## src/rtl/drive_pwm_sequencer.sv

```systemverilog
// rtl/drive_pwm_sequencer.sv - shared-counter PWM drive sequencer with collision resume and junction manoeuvre
module drive_pwm_sequencer #(
    parameter int CLK_HZ             = 50_000_000,
    parameter int PWM_HZ             = 80,
    parameter int CNT_W              = 20,
    parameter int DUTY_FULL          = 30,
    parameter int DUTY_VEER          = 30,
    parameter int DUTY_HARD          = 80,
    parameter int DUTY_NINETY        = 40,
    parameter int DUTY_NINETY_FAST   = 42,
    parameter int RESUME_PERIODS     = 40,
    parameter int TURN_PERIODS       = 60,
    parameter int TD_TIMEOUT_PERIODS = 160
) (
    input  logic       clk,
    input  logic       rst_n,
    input  logic [3:0] dir_ctrl,
    input  logic       col_n,
    input  logic       col_force,
    input  logic       rev_req,
    input  logic       td_valid,
    input  logic [2:0] td_dir,
    output logic       hb_en_a,
    output logic       hb_en_b,
    output logic [3:0] hb_in,
    output logic [2:0] state,
    output logic       pwm_tick
);
    localparam int PERIOD  = CLK_HZ / PWM_HZ;
    localparam int MAX_RT  = (RESUME_PERIODS > TURN_PERIODS) ? RESUME_PERIODS : TURN_PERIODS;
    localparam int MAX_PER = (MAX_RT > TD_TIMEOUT_PERIODS) ? MAX_RT : TD_TIMEOUT_PERIODS;
    localparam int PER_W   = $clog2(MAX_PER + 1);

    localparam logic [CNT_W-1:0] CNT_LAST  = CNT_W'(PERIOD - 1);
    localparam logic [CNT_W-1:0] CMP_FULL  = CNT_W'(PERIOD * DUTY_FULL / 100);
    localparam logic [CNT_W-1:0] CMP_VEER  = CNT_W'(PERIOD * DUTY_VEER / 100);
    localparam logic [CNT_W-1:0] CMP_HARD  = CNT_W'(PERIOD * DUTY_HARD / 100);
    localparam logic [CNT_W-1:0] CMP_NIN   = CNT_W'(PERIOD * DUTY_NINETY / 100);
    localparam logic [CNT_W-1:0] CMP_FAST  = CNT_W'(PERIOD * DUTY_NINETY_FAST / 100);

    localparam logic [PER_W-1:0] RESUME_LAST = PER_W'(RESUME_PERIODS - 1);
    localparam logic [PER_W-1:0] TURN_LAST   = PER_W'(TURN_PERIODS - 1);
    localparam logic [PER_W-1:0] TOUT_LAST   = PER_W'(TD_TIMEOUT_PERIODS - 1);
    localparam logic [PER_W-1:0] PER_MAX     = {PER_W{1'b1}};

    localparam logic [3:0] PAT_FWD = 4'b0110;
    localparam logic [3:0] PAT_REV = 4'b1001;
    localparam logic [3:0] PAT_SPL = 4'b1010;
    localparam logic [3:0] PAT_SPR = 4'b0101;
    localparam logic [3:0] PAT_OFF = 4'b0000;

    localparam logic [2:0] D_OFF  = 3'd0;
    localparam logic [2:0] D_FULL = 3'd1;
    localparam logic [2:0] D_VEER = 3'd2;
    localparam logic [2:0] D_HARD = 3'd3;
    localparam logic [2:0] D_NIN  = 3'd4;
    localparam logic [2:0] D_FAST = 3'd5;

    typedef enum logic [2:0] {
        S_FWD    = 3'd0,
        S_REV    = 3'd1,
        S_COLL   = 3'd2,
        S_JWAIT  = 3'd3,
        S_JEXEC  = 3'd4,
        S_HALT   = 3'd5,
        S_RESUME = 3'd6
    } state_t;

    state_t           curState, nextState;
    logic [CNT_W-1:0] cnt;
    logic [PER_W-1:0] perCnt;
    logic [2:0]       latDir;
    logic [2:0]       selA, selB, nSelA, nSelB;
    logic [3:0]       pat, nPat;
    logic             latchDir;
    logic             coll;
    logic             tick;

    function automatic logic [CNT_W-1:0] cmpOf(input logic [2:0] d);
        case (d)
            D_FULL:  cmpOf = CMP_FULL;
            D_VEER:  cmpOf = CMP_VEER;
            D_HARD:  cmpOf = CMP_HARD;
            D_NIN:   cmpOf = CMP_NIN;
            D_FAST:  cmpOf = CMP_FAST;
            default: cmpOf = '0;
        endcase
    endfunction

    assign coll     = !col_n | col_force;
    assign tick     = (cnt == CNT_LAST);
    assign pwm_tick = tick;
    assign state    = curState;

    always_comb begin
        nextState = curState;
        latchDir  = 1'b0;
        case (curState)
            S_FWD: begin
                if (coll)                nextState = S_COLL;
                else if (rev_req)        nextState = S_REV;
                else if (&dir_ctrl[3:2]) nextState = S_JWAIT;
            end
            S_REV: begin
                if (coll)          nextState = S_COLL;
                else if (!rev_req) nextState = S_FWD;
            end
            S_COLL: begin
                if (!coll) nextState = S_RESUME;
            end
            S_RESUME: begin
                if (coll)                               nextState = S_COLL;
                else if (tick && perCnt == RESUME_LAST) nextState = S_FWD;
            end
            S_JWAIT: begin
                // A tone result wins over a timeout tick arriving in the same cycle
                if (coll) begin
                    nextState = S_COLL;
                end else if (td_valid) begin
                    if (td_dir > 3'd4) begin
                        nextState = S_HALT;
                    end else begin
                        nextState = S_JEXEC;
                        latchDir  = 1'b1;
                    end
                end else if (tick && perCnt == TOUT_LAST) begin
                    nextState = S_HALT;
                end
            end
            S_JEXEC: begin
                if (coll)                             nextState = S_COLL;
                else if (latDir == 3'd4)              nextState = S_HALT;
                else if (tick && perCnt == TURN_LAST) nextState = S_FWD;
            end
            S_HALT:  nextState = S_HALT;
            default: nextState = S_FWD;
        endcase
    end

    always_comb begin
        nSelA = selA;
        nSelB = selB;
        nPat  = pat;
        case (curState)
            S_FWD: begin
                case (dir_ctrl)
                    4'b0000: {nSelA, nSelB, nPat} = {D_FULL, D_FULL, PAT_FWD};
                    4'b0101: {nSelA, nSelB, nPat} = {D_VEER, D_FULL, PAT_FWD};
                    4'b0110: {nSelA, nSelB, nPat} = {D_VEER, D_HARD, PAT_SPL};
                    4'b0111: {nSelA, nSelB, nPat} = {D_NIN,  D_FAST, PAT_SPL};
                    4'b1001: {nSelA, nSelB, nPat} = {D_FULL, D_VEER, PAT_FWD};
                    4'b1010: {nSelA, nSelB, nPat} = {D_HARD, D_VEER, PAT_SPR};
                    4'b1011: {nSelA, nSelB, nPat} = {D_FAST, D_NIN,  PAT_SPR};
                    default: ;
                endcase
            end
            S_REV: begin
                case (dir_ctrl)
                    4'b0000: {nSelA, nSelB, nPat} = {D_FULL, D_FULL, PAT_REV};
                    4'b0101: {nSelA, nSelB, nPat} = {D_FULL, D_VEER, PAT_REV};
                    4'b0110: {nSelA, nSelB, nPat} = {D_VEER, D_HARD, PAT_SPR};
                    4'b0111: {nSelA, nSelB, nPat} = {D_NIN,  D_FAST, PAT_SPR};
                    4'b1001: {nSelA, nSelB, nPat} = {D_VEER, D_FULL, PAT_REV};
                    4'b1010: {nSelA, nSelB, nPat} = {D_HARD, D_VEER, PAT_SPL};
                    4'b1011: {nSelA, nSelB, nPat} = {D_FAST, D_NIN,  PAT_SPL};
                    4'b1100, 4'b1101, 4'b1110, 4'b1111:
                             {nSelA, nSelB, nPat} = {D_OFF,  D_OFF,  PAT_OFF};
                    default: ;
                endcase
            end
            S_JEXEC: begin
                case (latDir)
                    3'd0:    {nSelA, nSelB, nPat} = {D_FULL, D_FULL, PAT_FWD};
                    3'd1:    {nSelA, nSelB, nPat} = {D_NIN,  D_FAST, PAT_SPL};
                    3'd2:    {nSelA, nSelB, nPat} = {D_FAST, D_NIN,  PAT_SPR};
                    3'd3:    {nSelA, nSelB, nPat} = {D_FULL, D_FULL, PAT_REV};
                    default: {nSelA, nSelB, nPat} = {D_OFF,  D_OFF,  PAT_OFF};
                endcase
            end
            default: {nSelA, nSelB, nPat} = {D_OFF, D_OFF, PAT_OFF};
        endcase
        // Entering COLL or HALT kills the bridge on the very next clock, whatever the PWM phase
        if (nextState == S_COLL || nextState == S_HALT) begin
            {nSelA, nSelB, nPat} = {D_OFF, D_OFF, PAT_OFF};
        end
    end

    always_ff @(posedge clk or negedge rst_n) begin
        if (!rst_n) begin
            cnt      <= '0;
            curState <= S_FWD;
            perCnt   <= '0;
            latDir   <= 3'd0;
            selA     <= D_OFF;
            selB     <= D_OFF;
            pat      <= PAT_OFF;
            hb_en_a  <= 1'b0;
            hb_en_b  <= 1'b0;
            hb_in    <= PAT_OFF;
        end else begin
            cnt      <= tick ? '0 : cnt + 1'b1;
            curState <= nextState;
            if (nextState != curState) begin
                perCnt <= '0;
            end else if (tick && perCnt != PER_MAX) begin
                perCnt <= perCnt + 1'b1;
            end
            if (latchDir) begin
                latDir <= td_dir;
            end
            selA    <= nSelA;
            selB    <= nSelB;
            pat     <= nPat;
            hb_en_a <= (cnt < cmpOf(nSelA));
            hb_en_b <= (cnt < cmpOf(nSelB));
            hb_in   <= nPat;
        end
    end
endmodule

```

## config.mk

```make
export PLATFORM = sky130hd
export DESIGN_NAME = drive_pwm_sequencer
export DESIGN_NICKNAME = d
export VERILOG_FILES = /design/src/rtl/drive_pwm_sequencer.sv
export SDC_FILE = /design/constraint.sdc
export NUM_CORES = 1
export LEC_CHECK = 0
export CAP_MARGIN = 30
export CELL_PAD_IN_SITES_DETAIL_PLACEMENT = 2
export CELL_PAD_IN_SITES_GLOBAL_PLACEMENT = 2
export CORE_AREA = 2 2 109 111
export CTS_CLUSTER_SIZE = 30
export DETAILED_ROUTE_END_ITERATION = 8
export DIE_AREA = 0 0 111 113
export PLACE_DENSITY = 0.74
export SYNTH_ARGS = -nofsm -noshare
export SYNTH_HDL_FRONTEND = slang
export SYNTH_SLANG_ARGS = --single-unit
```

## constraint.sdc

```tcl
create_clock -name clk -period 3.85 [get_ports clk]
set_clock_uncertainty 0.2 [all_clocks]
set_input_delay 0.5775 -clock clk [delete_from_list [all_inputs] [get_ports clk]]
set_output_delay 0.5775 -clock clk [all_outputs]
set_load 0.02 [all_outputs]
```

Word level (Yosys, flattened, before mapping)
Cells that the tools add are included.

Bits in registers: 46. Bits of input ports: 13. Output and inout port bits: 10. Word-level logic and storage cells: 120.

$add $sub $neg: 2. Order comparisons: 3. Equality and inequality tests: 40. Muxes and demuxes: 40. Bitwise operators: 1. Reduce and logical (&&, ||, !) cells: 25.

Operators by type and width (number): $pmux 19 s4 (2); $mux 3 (16); $lt 20x20->1 (2); $pmux 3 s3 (4); $pmux 3 s6 (2); $pmux 4 s4 (2); $pmux 3 s5 (2); $eq 4x4->1 const B (7); $eq 3x2->1 const B (9); $eq 3x3->1 const B (9); $pmux 4 s3 (2); $reduce_or 2->1 (11); $pmux 3 s7 (1); $add 20x1->20 const B (1); $eq 20x20->1 const B (1); $mux 20 (1); $eq 8x6->1 const B (2); $mux 8 (2); $eq 3x1->1 const B (4); $eq 4x3->1 const B (3); $add 8x1->8 const B (1); $eq 8x8->1 const B (1); $ne 8x8->1 const B (1); $logic_not 3->1 (2); other kinds (15) (23).

Depth between registers and ports, before layout
Gate-level depths: netlist of run 1.

Word-level depth: 13. Gate-level depth with buffers: 18. Depth with buffers taken out: 16.

Worst setup path before layout of run 1
Ideal clock, no wire load.

Kind: input port to flip-flop. Start point: input port dir_ctrl[2]. End point: register hb_en_b. Library setup time: 0.138 ns. Arrival: 3.716 ns. Required time: 3.512 ns. Path slack: -0.204 ns. Stages: 14. Cells stage by stage: buf_2 > or3_1 > a32o_1 > a311o_1 > nand2_2 > xnor2_1 > or3_1 > ha_1 > nand3_1 > or3_1 > nor4_1 > a21oi_1 > o211ai_1 > a31oi_1.

Cells in the longest elaborated chain, start to end: 12.

RTL lines: from (decl) (line 17) `input logic [3:0] dir_ctrl,`; $reduce_and 2->1 (line 102) `else if (&dir_ctrl[3:2]) nextState = S_JWAIT;`; $mux 3 (line 102); $mux 3 (line 101) `else if (rev_req) nextState = S_REV;`; $mux 3 (line 100) `if (coll) nextState = S_COLL;`; $pmux 3 s7 (line 98) `case (curState)`; $eq 3x2->1 or $eq 3x3->1 (tied branches) (line 183) `if (nextState == S_COLL || nextState == S_HALT) begin`; $logic_or 1x1->1 (line 183); $mux 3 (*) (line 183); $eq 3x2->1 or $eq 3x1->1 (tied branches) (line 80) `case (d)`; $reduce_or 2->1 (no source line); $pmux 19 s4 (*) (line 80); $lt 20x20->1 (*) (line 215) `hb_en_b <= (cnt < cmpOf(nSelB));`; to (signal assigned) (line 215); to (decl) (line 24) `output logic hb_en_b,`.

Mark *: on every way between the ends. The rest lies on a longest branch, timed or not. A chain may end at the register's enable or synchronous reset.

Worst setup path in the final report of run 1
Start point: register cnt[4]. End point: register hb_en_a.

Cells in the longest elaborated chain, start to end: 13.

RTL lines: from (decl) (line 70) `logic [CNT_W-1:0] cnt;`; from (signal assigned) (line 201) `cnt <= tick ? '0 : cnt + 1'b1;`; $eq 20x20->1 (line 91) `assign tick = (cnt == CNT_LAST);`; $logic_and 1x1->1, on equally long branches (line 133, 126); $mux 3, on equally long branches (line 133, 126); $mux 3, on equally long branches (line 132, 119); $mux 3, on equally long branches (line 131, 117); $pmux 3 s7 (line 98); $eq 3x2->1 or $eq 3x3->1 (tied branches) (line 183); $logic_or 1x1->1 (line 183); $mux 3 (line 183); $eq 3x2->1 or $eq 3x1->1 (tied branches) (line 80); $reduce_or 2->1 (no source line); $pmux 19 s4 (line 80); $lt 20x20->1 (*) (line 214) `hb_en_a <= (cnt < cmpOf(nSelA));`; to (signal assigned) (line 214); to (decl) (line 23) `output logic hb_en_a,`.

Marks and branches as above.

==> results of run 1 <==
per-stage QoR:
stage                     setup TNS, ps  hold WS [ps]
after CTS                          -222           172
after global routing               -988           195
after detailed placement          -1610           289
final                              -791           146
after global placement            -1120           281
after floorplan                       0          81.9
registers in the layout, summed over array words and instances (netlist names):
name and cells:
hb_en_a 1, latDir 3, pat 4, cnt 20, perCnt 8, state 3
selA 3, selB 3, hb_en_b 1
worst max-delay path by stage:
stage / cells past startpoint / startpoint / to / slack (ps)
after floorplan: 14 / dir_ctrl[2] / hb_en_b / 10
after global placement: 17 / dir_ctrl[2] / hb_en_b / -600
after detailed placement: 15 / dir_ctrl[1] / hb_en_b / -820
after CTS: 15 / cnt[18] / hb_en_b / -130
after global routing: 15 / cnt[4] / hb_en_a / -550
final: 15 / cnt[4] / hb_en_a / -440
final cells by class:
type | count | area, µm²
clock buffer | 7 | 153
clock inverter | 1 | 8.76
fill | 1205 | 5550
inverter | 11 | 41.3
multi-input combinational | 366 | 2920
sequential | 46 | 1150
tap | 143 | 179
timing repair buffer | 158 | 1270
cell families after synthesis:
logic type / Yosys count / share of synthesized area
adder cells (fa/ha/maj): 32 / 0.105
AND/OR/NAND/NOR: 188 / 0.256
multiplexers: 6 / 0.0171
buffers and inverters: 30 / 0.0338
XOR/XNOR: 35 / 0.0804
AO/OA/AOI/OAI: 105 / 0.206
flip-flops: 46 / 0.302
cell usage in the layout, fill, tap and decap left out, drive strengths merged, types with 9 or more instances in the layout:
cell type	count
a21oi	19
o21ai	21
nand2	43
xnor2	20
inv	11
nand4	14
ha	32
clkdlybuf4s50	17
clkbuf	9
xor2	15
nand3	11
buf	137
nor2	51
nor3	9
dfrtp	46
power groups by stage:
stage | sequential [mW] | combinational, mW | clock (mW)
6_report | 0.490 | 0.235 | 0.505
5_1_grt | 0.491 | 0.248 | 0.528
4_1_cts | 0.490 | 0.211 | 0.511
3_5_place_dp | 0.500 | 0.194 | 0
3_3_place_gp | 0.500 | 0.183 | 0
2_1_floorplan | 0.504 | 0.0850 | 0
worst register-to-register path, cell delays in order (launching register included):
cell	delay [ps]
dfrtp_1	410
or4_1	640
nor2_1	280
a31oi_2	170
a211oi_2	310
nand2_2	150
a21o_4	310
o21ai_2	110
ha_4	170
nand4b_1	160
nor2_2	180
nand4_1	200
buf_4	200
a211o_1	260
and3_4	180
a31o_1	230
layer usage:
metal  share of wire  track usage
met1            0.37        0.307
met2            0.55        0.583
met3           0.028       0.0498
met4           0.048        0.138
met5               0            0
timing repair:
action                     CTS  global route
buffers inserted            16             7
pin swaps                   34            32
resized for setup           54            37
setup endpoints to repair    2             2
cloned                       1             0
==> flow_summary.yaml, run 1 <==
pwr:
  power.density_mw_per_mm2: 215
  pwr-share-seq: 0.399
  combPwrFrac: 0.191
  swShare: 0.292
  p_total_mw: 1.23
  p_clk_frac: 0.410
  ir_drop_mv: 0.377
  p_int_uw: 871
  switching_power_uw: 360
  leakage_nw: 2.59
critical_path:
  r2r-end: "hb_en_a"
  slowest_stage: "or4_1"
  criticalPathCategory: "flip-flop to flip-flop"
  crit_buf_inv: 1
  r2r_slack_ps: -440
  start_kind: "flip-flop"
  arrival_ps: 4280
  rr_startpoint: "cnt[4]"
  rr_worst_depth: 15
  crit_required_ps: 3840
  cpLargestDelayFamily: "simple AND/OR/NAND/NOR gates"
  crit_chain: "or4_1, nor2_1, a31oi_2, a211oi_2, nand2_2, a21o_4, o21ai_2, ha_4, nand4b_1, nor2_2, nand4_1, buf_4, a211o_1, and3_4, a31o_1"
  slowest_delay_ps: 640
  critPathCaptureType: "flip-flop"
  critPathMaxFanout: 5
placed_design:
  hpwl_um: 11700
  numPortBuffers: 22
  place_area_mm2: 0.00500
  place_inst: 700
  place_congestion: 0.819
  place_ws_ps: -819
synth:
  ys_types: 70
  synth_edf_count: 0
  seq_area_frac_synth: 0.302
  ys.flop_type: "dfrtp_1"
  syn_area_per_cell_um2: 8.63
  yosysMostFrequentCell: "nor2_1"
  synthArstFlopShare: 1.00
  synthTopCellsByCount: "51 x nor2_1, 46 x dfrtp_1, 42 x nand2_1, 32 x ha_1, 20 x xnor2_1"
  synth_area_leader_cell: "dfrtp_1"
  yosysTopAreaCellShare: 0.302
  synth_warnings: 0
  synthTopCellsByArea: "dfrtp_1 30%, ha_1 11%, nor2_1 5.0%, xnor2_1 4.6%, nand2_1 4.1%"
  synth.net_count: 487
  ys_ff_latch: 46
  synthesis.area_mm2: 0.00381
  syn_inst: 442
floorplan:
  fp.dieArea_mm2: 0.0125
  core.rowCount: 39
  fp.dieH_um: 113
  initial_core_util: 0.338
  io_pins: 23
  core_mm2: 0.0113
  fp.dieW_um: 111
finish:
  utilization: 0.508
  fin_nets: 633
  diodes: 0
  area_growth_pct: 50.2
  layout-drive-gt1-share: 0.389
  final_cell_area_mm2: 0.00573
  final_cells: 732
drt:
  wl_per_cell_um: 27.5
  via_per_inst: 5.89
  via_count: 4309
  drc_errors: 0
  postRouteAntennaNets: 0
  routed_wl_um: 20200
  dr.pass1.iters: 5
  drt_iter0_drc: 258
grt:
  grt_pass1_vias: 4904
  grt_usage: 0.297
  grt_pass1_wl_um: 28100
  antenna_found_initial: 0
  grt_max_degree: 31
  grt.overflow.total: 0
clock_tree:
  htree_levels: 2
  ctsHoldBuffers: 0
  numCtsBuffers: 5
  cts_tree: "done"
  clockBufferDepth: 2
  clk_pin_slew_ps: 70
  cts.sinks: 46
  insertion_delay_ps: 320
  cts-root-buf: "clkbuf_16"
timing:
  rsz0062_at_grt: "yes"
  fin_crit_sh: 1.11
  fin_ws_ps: -442
  hold_viol: 0
  fin_crit_ps: 4290
  fmax_mhz: 233
  finalMaxSlewViolations: 0
  slew_headroom: 0.429
  setup_viol: 2
  tightest_slew_ps: 848
run_status:
  violations: "setup timing"
  status: "finished with violations"
worst_hold_path:
  hold_path.class: "input port to async pin"
job:
  maxCapViolations: 0
Power figures use the tool's default switching activity.
==> run 2: changes to the inputs <==
Settings changed: ABC_AREA set to 1, CORE_AREA 2 2 109 111 to 2 2 115 117, DIE_AREA 0 0 111 113 to 0 0 117 119, PLACE_DENSITY 0.74 to 0.73.
==> run 2 against run 1 <==
Compared with the run above: the run still ends with setup timing left; non-clock buffer count shrank 65; sequential share of layout area grew 1.8 points; register-to-register slack gained 440 ps; sequential cell count is the same; fmax grew 11%.
==> flow_summary.yaml, run 2 <==
drt:
  wl_per_cell_um: 18.3
  via_per_inst: 5.03
  via_count: 4117
  routed_wl_um: 15000
  drc_errors: 0
  dr.pass1.iters: 4
  postRouteAntennaNets: 0
  drt_iter0_drc: 134
floorplan:
  fp.dieW_um: 117
  fp.dieArea_mm2: 0.0139
  fp.dieH_um: 119
  io_pins: 23
  initial_core_util: 0.298
  core_mm2: 0.0129
  core.rowCount: 42
critical_path:
  crit_required_ps: 3890
  slowest_stage: "a2111o_1"
  critPathMaxFanout: 8
  arrival_ps: 3890
  start_kind: "flip-flop"
  slowest_delay_ps: 440
  critPathCaptureType: "flip-flop"
  cpMostUsedCell: "nand2_2"
  criticalPathCategory: "flip-flop to flip-flop"
timing:
  finalMaxSlewViolations: 0
  fmax_mhz: 260
  fin_ws_ps: -1.50
  whs_ps: 189
  setup_viol: 1
  hold_viol: 0
  fin_crit_sh: 1.00
  slew_headroom: 0.420
  fin_crit_ps: 3850
  rsz0062_at_grt: "yes"
  tightest_slew_ps: 870
placed_design:
  place_area_mm2: 0.00468
  numPortBuffers: 22
  place_congestion: 0.825
  hpwl_um: 10700
  place_ws_ps: -550
  place_inst: 797
synth:
  ys.flop_type: "dfrtp_1"
  synthArstFlopShare: 1.00
  synthTopCellsByArea: "dfrtp_1 30%, nand2_1 10%, ha_1 10%, inv_1 7.8%, nor2_1 7.3%"
  synth_area_leader_cell: "dfrtp_1"
  yosysTopAreaCellShare: 0.300
  yosysMostFrequentCell: "nand2_1"
  synth.net_count: 590
  ys_ff_latch: 46
  synth_edf_count: 0
  syn_inst: 545
  seq_area_frac_synth: 0.300
  synthesis.area_mm2: 0.00383
  syn_area_per_cell_um2: 7.04
  synthTopCellsByCount: "107 x nand2_1, 80 x inv_1, 75 x nor2_1, 46 x dfrtp_1, 32 x ha_1"
  ys_types: 45
  synth_warnings: 0
pwr:
  ir_drop_mv: 0.169
  leakage_nw: 2.49
  power.density_mw_per_mm2: 443
grt:
  grt.overflow.total: 0
  grt_pass1_wl_um: 22200
  grt_max_degree: 34
  grt_pass1_vias: 4612
  antenna_found_initial: 0
  grt_usage: 0.202
finish:
  multi_input_comb_area_mm2: 0.00262
  reg_top3: "cnt: 20 flops, perCnt: 8 flops, pat: 4 flops"
  regArea_mm2: 0.00116
  area_growth_pct: 37.9
  largest_register_ffs: 20
  final_cell_area_mm2: 0.00529
  final_cells: 819
  layout_common_cells: "94 x nand2_1, 77 x inv_1, 69 x buf_4, 65 x nor2_1, 39 x dfrtp_1"
  layout-drive-gt1-share: 0.308
  fin_nets: 687
  layout_commonest_cell: "nand2_1"
  regMostFlops: "cnt"
  fillers: 1514
  diodes: 0
job:
  maxCapViolations: 0
clock_tree:
  ctsHoldBuffers: 0
  cts-root-buf: "clkbuf_16"
  clk_pin_slew_ps: 70
  htree_levels: 2
  clockBufferDepth: 2
  cts.sinks: 46
  numCtsBuffers: 5
  cts_tree: "done"
  insertion_delay_ps: 300
run_status:
  status: "finished with violations"
  violations: "setup timing"
worst_hold_path:
  hold_path.class: "input port to async pin"
[run 2: changes by cell type after synthesis, moves of 9 or more]
cell     before  now
nand3_1      11   22
a21oi_1      18   29
nand2_1      42  107
nor2_1       51   75
inv_1        10   80
o22ai_1       1   10
xnor2_1      20    0
inv_2         1   20
[run 2: power breakdown]
group          internal, mW  leakage, nW  switching (mW)
logic                 0.525         1.81           0.770
clock network         0.258       0.0729           0.215
registers             0.524        0.608          0.0517
total                  1.31         2.49            1.04
[run 2: timing repair]
item / in CTS / in global routing
buffers inserted: 0 / 14
gates resized for setup: 18 / 68
pin swaps: 1 / 28
endpoints found under the setup margin: 2 / 2
[run 2: metal layers]
metal  track usage  wire length, µm  vias up
li1              -                -     1961
met1         0.224             5870     2065
met2         0.387             8410       60
met3        0.0316              300       31
met4        0.0632              402        0
met5             0                0        -
[run 2: per-stage QoR]
stage                     TNS, ps  power (mW)  utilization
final                       -1.50        2.34        0.411
after floorplan                 0        1.24            -
after global placement       -433        1.58        0.363
after CTS                       0        2.15        0.380
after global routing         -463        2.49        0.411
after detailed placement     -930        1.63        0.363
[run 2: critical path, delay by kind of cell, from the launching register on]
family	cells	cell delay, ps
simple gates	18	1900
buf+inv	2	170
compound gates	3	650
flops	1	370
fa+ha+maj	2	470
[run 2: cells by family (layout without fill, tap and decap cells)]
| family | count (synthesis) | after routing | synth area share |
|---|---|---|---|
| simple gates | 269 | 269 | 0.339 |
| buf+inv | 105 | 203 | 0.105 |
| compound gates | 85 | 85 | 0.133 |
| flops | 46 | 46 | 0.300 |
| fa+ha+maj | 32 | 32 | 0.104 |
| xor+xnor | 7 | 7 | 0.0160 |
| mux | 1 | 1 | 0.00294 |
[run 2: worst paths after layout]
check	start	endpoint	slack, ps	depth (start not counted)
setup / recovery	cnt[0]	hb_en_a	-2	25
hold / removal	rst_n	selB[1]	190	1
setup reg to reg	cnt[0]	hb_en_a	-2	25
hold reg to reg	cnt[2]	cnt[2]	340	1
max in group asynchronous	rst_n	cnt[5]	2500	2
min in group clk	cnt[2]	cnt[2]	340	1
[run 2: final cells by class]
class / count / share of cell area
clock inverter: 2 / 0.00237
sequential: 46 / 0.219
clock buffer: 6 / 0.0263
timing repair buffer: 93 / 0.143
inverter: 102 / 0.0729
multi-input combinational: 394 / 0.495
tap: 176 / 0.0416
==> run 3: changes to the inputs <==
Settings changed: CORE_AREA 2 2 115 117 to 2 2 105 107, DIE_AREA 0 0 117 119 to 0 0 107 109, HOLD_SLACK_MARGIN set to 0.02, PLACE_DENSITY 0.73 to 0.82.
Clock period 3.85 ns to 4.95 ns, I/O delays scaled along.
==> run 3 against run 2 <==
Compared with the run above: the run now ends clean; utilization is 0.33 points lower; combinational power is 44% lower; critical path depth is 6 lower; via count is 9.4% lower; final cell count is 13% lower; largest power group unchanged; sequential share of layout area is 4.7 points higher.
==> flow_summary.yaml, run 3 (synthesized netlist as in run 2, its figures left out) <==
grt:
  grt_pass1_wl_um: 20800
  grt_usage: 0.231
  antenna_found_initial: 0
  grt.overflow.total: 0
  grt_max_degree: 47
  grt_pass1_vias: 4140
drt:
  wl_per_cell_um: 17.6
  via_count: 3730
  dr.pass1.iters: 4
  routed_wl_um: 12600
  drt_iter0_drc: 70
  postRouteAntennaNets: 0
  drc_errors: 0
  via_per_inst: 5.22
timing:
  fin_crit_ps: 4570
  finalMaxSlewViolations: 0
  fin_setup_tns_ps: 0
  rsz0062_at_grt: "no"
  hold_viol: 0
  setup_viol: 0
  whs_ps: 274
  fin_crit_sh: 0.924
  fmax_mhz: 219
  tightest_slew_ps: 864
  slew_headroom: 0.420
run_status:
  status: "finished clean"
worst_hold_path:
  hold_path.class: "flip-flop to flip-flop"
clock_tree:
  post-cts-setup-buffers: 0
  clk_pin_slew_ps: 90
  insertion_delay_ps: 310
  numCtsBuffers: 5
  post_cts_resized: 0
  cts.sinks: 46
  cts_tree: "done"
  htree_levels: 2
  clockBufferDepth: 2
  cts-root-buf: "clkbuf_8"
  ctsHoldBuffers: 0
job:
  maxCapViolations: 0
floorplan:
  core_mm2: 0.0106
  fp.dieW_um: 107
  fp.dieH_um: 109
  core.rowCount: 38
  io_pins: 23
  initial_core_util: 0.362
  fp.dieArea_mm2: 0.0117
finish:
  diodes: 0
  fin_nets: 619
  layout_commonest_cell: "nand2_1"
  utilization: 0.407
  largest_register_ffs: 20
  reg_top3: "cnt: 20 flops, perCnt: 8 flops, pat: 4 flops"
  area_growth_pct: 12.7
  layout-drive-gt1-share: 0.125
  regMostFlops: "cnt"
  layout_common_cells: "107 x nand2_1, 80 x inv_1, 75 x nor2_1, 46 x dfrtp_1, 32 x ha_1"
pwr:
  power.density_mw_per_mm2: 328
  ir_drop_mv: 0.115
  leakage_nw: 2.07
critical_path:
  slowest_delay_ps: 530
  criticalPathCategory: "input port to flip-flop"
  arrival_ps: 4570
  crit_chain: "clkdlybuf4s50_1, inv_1, nand3_1, nand4_2, nor2_2, inv_2, nand3_1, o21ai_0, o22ai_1, inv_1, nor2_1, nand2_1, nor2_1, a31oi_1, ha_1, nand4_1, nor3_1, nor4b_1, a21oi_2"
  crit_required_ps: 4940
  slowest_stage: "clkdlybuf4s50_1"
  r2r_slack_ps: 850
  start_kind: "input port"
  critPathCaptureType: "flip-flop"
  critPathMaxFanout: 8
placed_design:
  place_congestion: 0.831
  numPortBuffers: 22
  hpwl_um: 10100
[run 3: changes by cell type in the layout (fill, tap and decap cells not counted), sizes merged]
cell / before / now
dlygate4sd2: 3 / 0
clkdlybuf4s50: 17 / 21
buf: 72 / 4
clkinvlp: 1 / 0
clkbuf: 6 / 7
dlymetal6s2s: 1 / 0
[run 3: worst paths after layout]
path / from / to / cells after the start
min in group asynchronous: rst_n / state[0] / 2
max in group asynchronous: rst_n / hb_en_a / 2
max reg2reg: cnt[10] / hb_en_b / 19
max: dir_ctrl[1] / hb_en_b / 19
min: cnt[0] / cnt[0] / 1
min reg2reg: cnt[0] / cnt[0] / 1
[run 3: layout make-up]
class / instances / area (µm²)
Fill cell: 1296 / 6280
Multi-Input combinational cell: 394 / 2280
Sequential cell: 46 / 1150
Inverter: 102 / 383
Timing Repair Buffer: 25 / 238
Tap cell: 140 / 175
Clock buffer: 7 / 86.3
Clock inverter: 1 / 5.00
[run 3: through the flow]
step | instances | worst slack (ps) | cell area [µm²] | power [mW]
after floorplan | 545 | 1480 | 3830 | 0.961
after global placement | 707 | 186 | 4230 | 1.14
after detailed placement | 707 | 157 | 4230 | 1.17
after CTS | 715 | 362 | 4320 | 1.44
after global routing | 715 | 62.3 | 4320 | 1.53
final | 715 | 376 | 4320 | 1.42
[run 3: routing by layer]
| layer | wire length (µm) | share of wire | global-route usage | vias to the layer above |
|---|---|---|---|---|
| met3 | 244 | 0.019 | 0.0317 | 19 |
| li1 | - | - | - | 1824 |
| met2 | 6690 | 0.53 | 0.440 | 47 |
| met4 | 350 | 0.028 | 0.0779 | 0 |
| met1 | 5300 | 0.42 | 0.263 | 1840 |
| met5 | 0 | 0 | 0 | - |
[run 3: worst max-delay path: cells and delay by family]
kind	cells	cell delay, ps
AND/OR/NAND/NOR	10	2100
buffers and inverters	4	880
AO/OA/AOI/OAI	4	520
adder cells (fa/ha/maj)	1	340
[run 3: power breakdown]
group | switching [mW] | internal, mW
clock | 0.141 | 0.113
combinational | 0.464 | 0.259
sequential | 0.0341 | 0.407
